File: config.mk
export PLATFORM = sky130hd
export DESIGN_NAME = audio_stream_fifo_flat
export DESIGN_NICKNAME = d
export VERILOG_FILES = /design/src/rtl/audio_stream_fifo_if.sv /design/src/rtl/audio_stream_fifo.sv /design/src/flat_wrapper.sv
export SDC_FILE = /design/constraint.sdc
export NUM_CORES = 1
export LEC_CHECK = 0
export CORE_MARGIN = 4
export CORE_UTILIZATION = 24
export DETAILED_ROUTE_END_ITERATION = 10
export DONT_BUFFER_PORTS = 1
export HOLD_SLACK_MARGIN = 0.08
export PLACE_DENSITY_LB_ADDON = 0.2
export SYNTH_ARGS = -nofsm -noshare
export SYNTH_HDL_FRONTEND = slang
export SYNTH_SLANG_ARGS = --single-unit
File: constraint.sdc
create_clock -name clk -period 3.8 [get_ports clk]
set_input_delay 0.19 -clock clk [delete_from_list [all_inputs] [get_ports clk]]
set_output_delay 0.19 -clock clk [all_outputs]
set_load 0.01 [all_outputs]
File: src/rtl/audio_stream_fifo_if.sv
// Handshake bundle between playback logic, the sample FIFO and the codec L/R sinks.
// slave is the FIFO's view; master is the view of whatever drives the playback side and codec READYs.
interface audio_stream_fifo_if #(
    parameter int DATA_W = 16
);
    logic [DATA_W-1:0] in_data;
    logic              in_valid;
    logic              in_ready;
    logic              flush;
    logic              L_READY;
    logic              R_READY;
    logic [DATA_W-1:0] L_DATA;
    logic [DATA_W-1:0] R_DATA;
    logic              L_VALID;
    logic              R_VALID;

    modport master (
        output in_data, in_valid, flush, L_READY, R_READY,
        input  in_ready, L_DATA, R_DATA, L_VALID, R_VALID
    );

    modport slave (
        input  in_data, in_valid, flush, L_READY, R_READY,
        output in_ready, L_DATA, R_DATA, L_VALID, R_VALID
    );
endinterface

File: src/rtl/audio_stream_fifo.sv
// Mono sample FIFO feeding independent L/R codec sinks; AUDIO_MUTE_EN adds a mute input zeroing output data.
// Latency: push into empty FIFO is presented one cycle later; back-to-back one sample per cycle when both READY.
// Backpressure: in_ready registered !full; a head pops only once both channels have taken it.
module audio_stream_fifo #(
    parameter int DATA_W = 16,
    parameter int DEPTH  = 64,
    parameter int AW     = $clog2(DEPTH)
) (
    input  logic                   clk,
    input  logic                   reset_n,
`ifdef AUDIO_MUTE_EN
    input  logic                   mute,
`endif
    audio_stream_fifo_if.slave     bus,
    output logic [AW:0]            level,
    output logic [15:0]            underrun_count
);

    logic [DATA_W-1:0] mem [DEPTH];

    logic [AW:0]       wr_ptr;
    logic [AW:0]       rd_ptr;
    logic [AW:0]       rd_ptr_inc;
    logic [AW:0]       wr_nxt;
    logic [AW:0]       rd_nxt;
    logic              empty;
    logic              full_nxt;

    logic              in_ready_q;
    logic              head_valid;
    logic              l_sent;
    logic              r_sent;
    logic              primed;
    logic [DATA_W-1:0] out_dat;

    logic              push;
    logic              pop;
    logic              l_vld;
    logic              r_vld;
    logic              l_fire;
    logic              r_fire;
    logic              load;
    logic              hv_nxt;
    logic [DATA_W-1:0] head_nxt;

    assign empty      = (wr_ptr == rd_ptr);
    assign level      = wr_ptr - rd_ptr;
    assign rd_ptr_inc = rd_ptr + 1'b1;

    assign push   = bus.in_valid && in_ready_q;
    assign l_vld  = head_valid && !l_sent;
    assign r_vld  = head_valid && !r_sent;
    assign l_fire = l_vld && bus.L_READY;
    assign r_fire = r_vld && bus.R_READY;
    // Pop once each channel has either taken the head earlier or is taking it now.
    assign pop    = head_valid && (l_sent || l_fire) && (r_sent || r_fire);

    assign bus.in_ready = in_ready_q;
    assign bus.L_VALID  = l_vld;
    assign bus.R_VALID  = r_vld;
    assign bus.L_DATA   = out_dat;
    assign bus.R_DATA   = out_dat;

    // Pointer next-state drives the registered in_ready so it never lags a fill.
    always_comb begin
        wr_nxt = wr_ptr;
        rd_nxt = rd_ptr;
        if (bus.flush) begin
            wr_nxt = '0;
            rd_nxt = '0;
        end else begin
            if (push) wr_nxt = wr_ptr + 1'b1;
            if (pop)  rd_nxt = rd_ptr_inc;
        end
        full_nxt = (wr_nxt[AW] != rd_nxt[AW]) && (wr_nxt[AW-1:0] == rd_nxt[AW-1:0]);
    end

    // Output register refill: next stored entry, or the sample arriving this very cycle.
    always_comb begin
        load     = 1'b0;
        hv_nxt   = head_valid;
        head_nxt = mem[rd_ptr[AW-1:0]];
        if (pop) begin
            if (rd_ptr_inc != wr_ptr) begin
                load     = 1'b1;
                hv_nxt   = 1'b1;
                head_nxt = mem[rd_ptr_inc[AW-1:0]];
            end else if (push) begin
                load     = 1'b1;
                hv_nxt   = 1'b1;
                head_nxt = bus.in_data;
            end else begin
                hv_nxt   = 1'b0;
            end
        end else if (!head_valid && !empty) begin
            load   = 1'b1;
            hv_nxt = 1'b1;
        end
    end

    always_ff @(posedge clk) begin
        if (push && !bus.flush) begin
            mem[wr_ptr[AW-1:0]] <= bus.in_data;
        end
    end

    always_ff @(posedge clk or negedge reset_n) begin
        if (!reset_n) begin
            wr_ptr     <= '0;
            rd_ptr     <= '0;
            in_ready_q <= 1'b0;
            head_valid <= 1'b0;
            l_sent     <= 1'b0;
            r_sent     <= 1'b0;
            primed     <= 1'b0;
            out_dat    <= '0;
        end else begin
            wr_ptr     <= wr_nxt;
            rd_ptr     <= rd_nxt;
            in_ready_q <= !full_nxt;
            if (bus.flush) begin
                head_valid <= 1'b0;
                l_sent     <= 1'b0;
                r_sent     <= 1'b0;
                primed     <= 1'b0;
            end else begin
                head_valid <= hv_nxt;
                l_sent     <= pop ? 1'b0 : (l_sent || l_fire);
                r_sent     <= pop ? 1'b0 : (r_sent || r_fire);
                if (push) primed <= 1'b1;
                if (load) begin
`ifdef AUDIO_MUTE_EN
                    out_dat <= mute ? '0 : head_nxt;
`else
                    out_dat <= head_nxt;
`endif
                end
            end
        end
    end

    // Underrun history survives flush so software can still read it afterwards.
    always_ff @(posedge clk or negedge reset_n) begin
        if (!reset_n) begin
            underrun_count <= '0;
        end else if (primed && empty && (bus.L_READY || bus.R_READY)
                     && (underrun_count != 16'hFFFF)) begin
            underrun_count <= underrun_count + 16'd1;
        end
    end

endmodule

File: src/flat_wrapper.sv
// flat-port wrapper written by rule: the top's interface ports become plain ports
module audio_stream_fifo_flat 
#(
    parameter int DATA_W = 16,
    parameter int DEPTH  = 64,
    parameter int AW     = $clog2(DEPTH)
)
  (clk, reset_n, level, underrun_count, bus_in_data, bus_in_valid, bus_flush, bus_L_READY, bus_R_READY, bus_in_ready, bus_L_DATA, bus_R_DATA, bus_L_VALID, bus_R_VALID);
  audio_stream_fifo_if #(.DATA_W(DATA_W)) bus_i ();
  input  logic clk;
  input  logic reset_n;
  output logic [AW:0] level;
  output logic [15:0] underrun_count;
  input wire logic [$bits(bus_i.in_data)-1:0] bus_in_data;
  input wire logic [$bits(bus_i.in_valid)-1:0] bus_in_valid;
  input wire logic [$bits(bus_i.flush)-1:0] bus_flush;
  input wire logic [$bits(bus_i.L_READY)-1:0] bus_L_READY;
  input wire logic [$bits(bus_i.R_READY)-1:0] bus_R_READY;
  output wire logic [$bits(bus_i.in_ready)-1:0] bus_in_ready;
  output wire logic [$bits(bus_i.L_DATA)-1:0] bus_L_DATA;
  output wire logic [$bits(bus_i.R_DATA)-1:0] bus_R_DATA;
  output wire logic [$bits(bus_i.L_VALID)-1:0] bus_L_VALID;
  output wire logic [$bits(bus_i.R_VALID)-1:0] bus_R_VALID;
  assign bus_i.in_data = bus_in_data;
  assign bus_i.in_valid = bus_in_valid;
  assign bus_i.flush = bus_flush;
  assign bus_i.L_READY = bus_L_READY;
  assign bus_i.R_READY = bus_R_READY;
  assign bus_in_ready = bus_i.in_ready;
  assign bus_L_DATA = bus_i.L_DATA;
  assign bus_R_DATA = bus_i.R_DATA;
  assign bus_L_VALID = bus_i.L_VALID;
  assign bus_R_VALID = bus_i.R_VALID;
  audio_stream_fifo #(.DATA_W(DATA_W), .DEPTH(DEPTH), .AW(AW)) u_core (.clk(clk), .reset_n(reset_n), .bus(bus_i), .level(level), .underrun_count(underrun_count));
endmodule
==> reports/qor.yml <==
outcome:
  run_status: "completed"
power:
  p_per_area_nw_per_um2: 511
  ir_drop_mv: 0.510
  finalPower_mw: 30.6
  p_leak_nw: 18.1
place:
  numPortBuffers: 0
  routabilityCongestion: 0.836
  dpl.cell_count: 5633
  post-dp-hpwl_um: 118000
  placed_area_sq_um: 54900
grt:
  grt_pass1_wl_um: 258000
  grt_pass1_vias: 30852
  grt-ovfl-total: 0
  track_usage_pct: 16.9
  grt_max_degree: 103
  antenna_found_initial: 8
sta:
  fin_crit_ns: 3.50
  rsz0062_at_grt: "false"
  fin_setup_tns_ns: 0
  period_share_pct: 92.2
  fmax_ghz: 0.285
  worst_pin_slew_ns: 1.16
  whs_ns: 0.241
  hold_viol: 0
  maxSlewViolCount: 0
  skew_ns: 0.0263
  finalSetupViolCount: 0
  slew_headroom_pct: 22.4
min_path:
  hold_depth: 4
  hp-class: "input pin to flip-flop"
setup_path:
  critical_path.most_common_cell: "and3_1"
  critical_path_class: "flip-flop to flip-flop"
  critPathBufInv: 1
  startpoint_type: "flip-flop"
  setup.worst_path.end_class: "flip-flop"
  worst-path-max-fanout: 16
  critical_path_depth: 9
  path_cells: "ha_4, and3_1, xnor2_2, buf_4, nand2_1, and3_1, a311oi_1, o21ai_0, nand3_1"
  cp_data_arrival_time_ns: 4.22
  crit_path_top_delay_cell: "xnor2_2"
  worstRegToRegCells: 9
  cpPeakStageDelay_ns: 0.75
  cp_top_family: "compound AO/OA/AOI/OAI gates"
  critPathRequiredTime_ns: 4.52
yosys:
  synth_top_cells_by_count: "1024 x edfxtp_1, 482 x mux4_2, 275 x nand2_1"
  yosysSeqAreaShare_pct: 63.8
  avgSynthCellArea_sq_um: 17.7
  async_reset_ff_share_pct: 4.74
  synth_ff_type: "edfxtp_1"
  synth.ff_latch_count: 1075
  synth_cells: 2842
  synth_area_leaders: "edfxtp_1 61%, mux4_2 22%, dfrtp_1 2.5%"
  ys_warn_count: 0
  yosysTopAreaCellShare_pct: 61.2
  syn_nets: 2874
  ys_types: 61
  yosysMostFrequentCell: "edfxtp_1"
  synth_edf_count: 1024
  syn-cell-area_sq_um: 50200
  synth_top_cell_by_area: "edfxtp_1"
clock_tree:
  cts_tree: "yes"
  numClockSinks: 1075
  cts-buffers-inserted: 131
  clock_latency_ns: 0.78
  cts_htree_levels: 4
  cts.clk_slew.worst_paths_ns: 0.06
  clk_path_buf_depth: 3
  cts-root-buf: "clkbuf_16"
routing:
  routedWlPerCell_um: 31.5
  first_iter_violations: 3516
  viasPerCell: 5.14
  first_pass_iters: 5
  postRouteAntennaNets: 0
  drc_errors: 0
  totalWireLength_um: 186000
  detailroute.via_count: 30424
die:
  io_pins: 80
  start_util_pct: 24.2
  die_w_um: 465
  core_area_sq_um: 208000
  die_h_um: 465
  die_area_sq_um: 217000
  row_count: 167
layout:
  nets: 3052
  instances_no_fill: 5916
  multi_input_area_sq_um: 17300
  seq_area_sq_um: 32000
  syn_to_final_growth_pct: 19.3
  stdcell_area_sq_um: 59900
  nFillCells: 20612
  drive_above_1_share_pct: 32.6
run:
  cap_violations: 0
==> area by class of cell <==
cell class                      instances  area share [%]
Antenna cell                            3          0.0125
Clock buffer                          172            5.88
Multi-Input combinational cell       1527            28.9
Timing Repair Buffer                  271            4.68
Sequential cell                      1075            53.5
Clock inverter                         66            1.12
Inverter                               14          0.0877
Tap cell                             2788            5.82
==> per-stage QoR <==
stage	setup WS (ns)	util, %
after global placement	0.144	26.5
after detailed placement	0.142	26.5
final	0.297	28.8
after floorplan	0.796	-
after global routing	0.0135	28.8
after CTS	0.152	28.8
==> cells by family (layout without fill, tap and decap cells) <==
kind of cell / Yosys count / in the layout / synth area share [%]
compound gates: 305 / 305 / 4.23
mux: 549 / 549 / 23.0
buf+inv: 240 / 523 / 2.33
fa+ha+maj: 10 / 10 / 0.264
flops: 1075 / 1075 / 63.8
other cells: 0 / 3 / 0
xor+xnor: 52 / 52 / 0.922
simple gates: 611 / 611 / 5.50
==> layer usage <==
layer	wire [um]	global-route usage, %	share of wire, %	vias up
met2	88800	27.5	48	1254
met1	80500	23.2	43	16701
met4	4970	4.75	2.7	0
met5	0	0	0	-
met3	11900	2.96	6.4	235
li1	-	-	-	12234
==> layout by cell type, fill, tap and decap left out, drive strengths merged, types with 67 or more instances in the layout <==
| master | n |
|---|---|
| nand3 | 82 |
| a22oi | 99 |
| mux4 | 482 |
| edfxtp | 1024 |
| clkbuf | 172 |
| a21oi | 67 |
| buf | 247 |
| nor2 | 110 |
| nand2 | 275 |
==> power by group <==
part / switching [mW] / internal (mW) / leakage, nW / total (mW)
sequential: 0.415 / 13.1 / 9.87 / 13.5
combinational: 2.47 / 2.18 / 6.19 / 4.66
clock: 5.10 / 7.30 / 2.04 / 12.4
==> state kept, by name (all words and copies together) (netlist names) <==
signal / flops
u_core.bus.L_DATA: 16
u_core.bus.in_ready: 1
u_core.head_valid: 1
u_core.l_sent: 1
u_core.mem: 1024
u_core.primed: 1
u_core.r_sent: 1
u_core.rd_ptr: 7
u_core.underrun_count: 16
u_core.wr_ptr: 7
==> timing repair <==
item | 4_1_cts | 5_1_grt
gates resized for setup | 0 | 2
hold endpoints to repair | 1119 | 0
buffers inserted | 0 | 0
endpoints found under the setup margin | 0 | 2
hold buffers | 42 | 0
==> worst min-delay path, cell delays in order <==
cell	delay [ns]
nor3_1	0.09
nand2_1	0.08
buf_4	0.22
nor2_2	0.21
==> final timing paths <==
kind                                         endpoint  slack [ns]             start
worst max-delay path            u_core.bus.L_DATA[13]        0.30  u_core.rd_ptr[0]
worst min register to register          u_core.primed        0.50     u_core.primed
max in group asynchronous            u_core.rd_ptr[1]        2.87           reset_n
min in group asynchronous       u_core.bus.L_DATA[15]        0.61           reset_n
worst max register to register  u_core.bus.L_DATA[13]        0.30  u_core.rd_ptr[0]
worst min-delay path               u_core.mem[40][11]        0.24         bus_flush
Power figures use the tool's default switching activity.
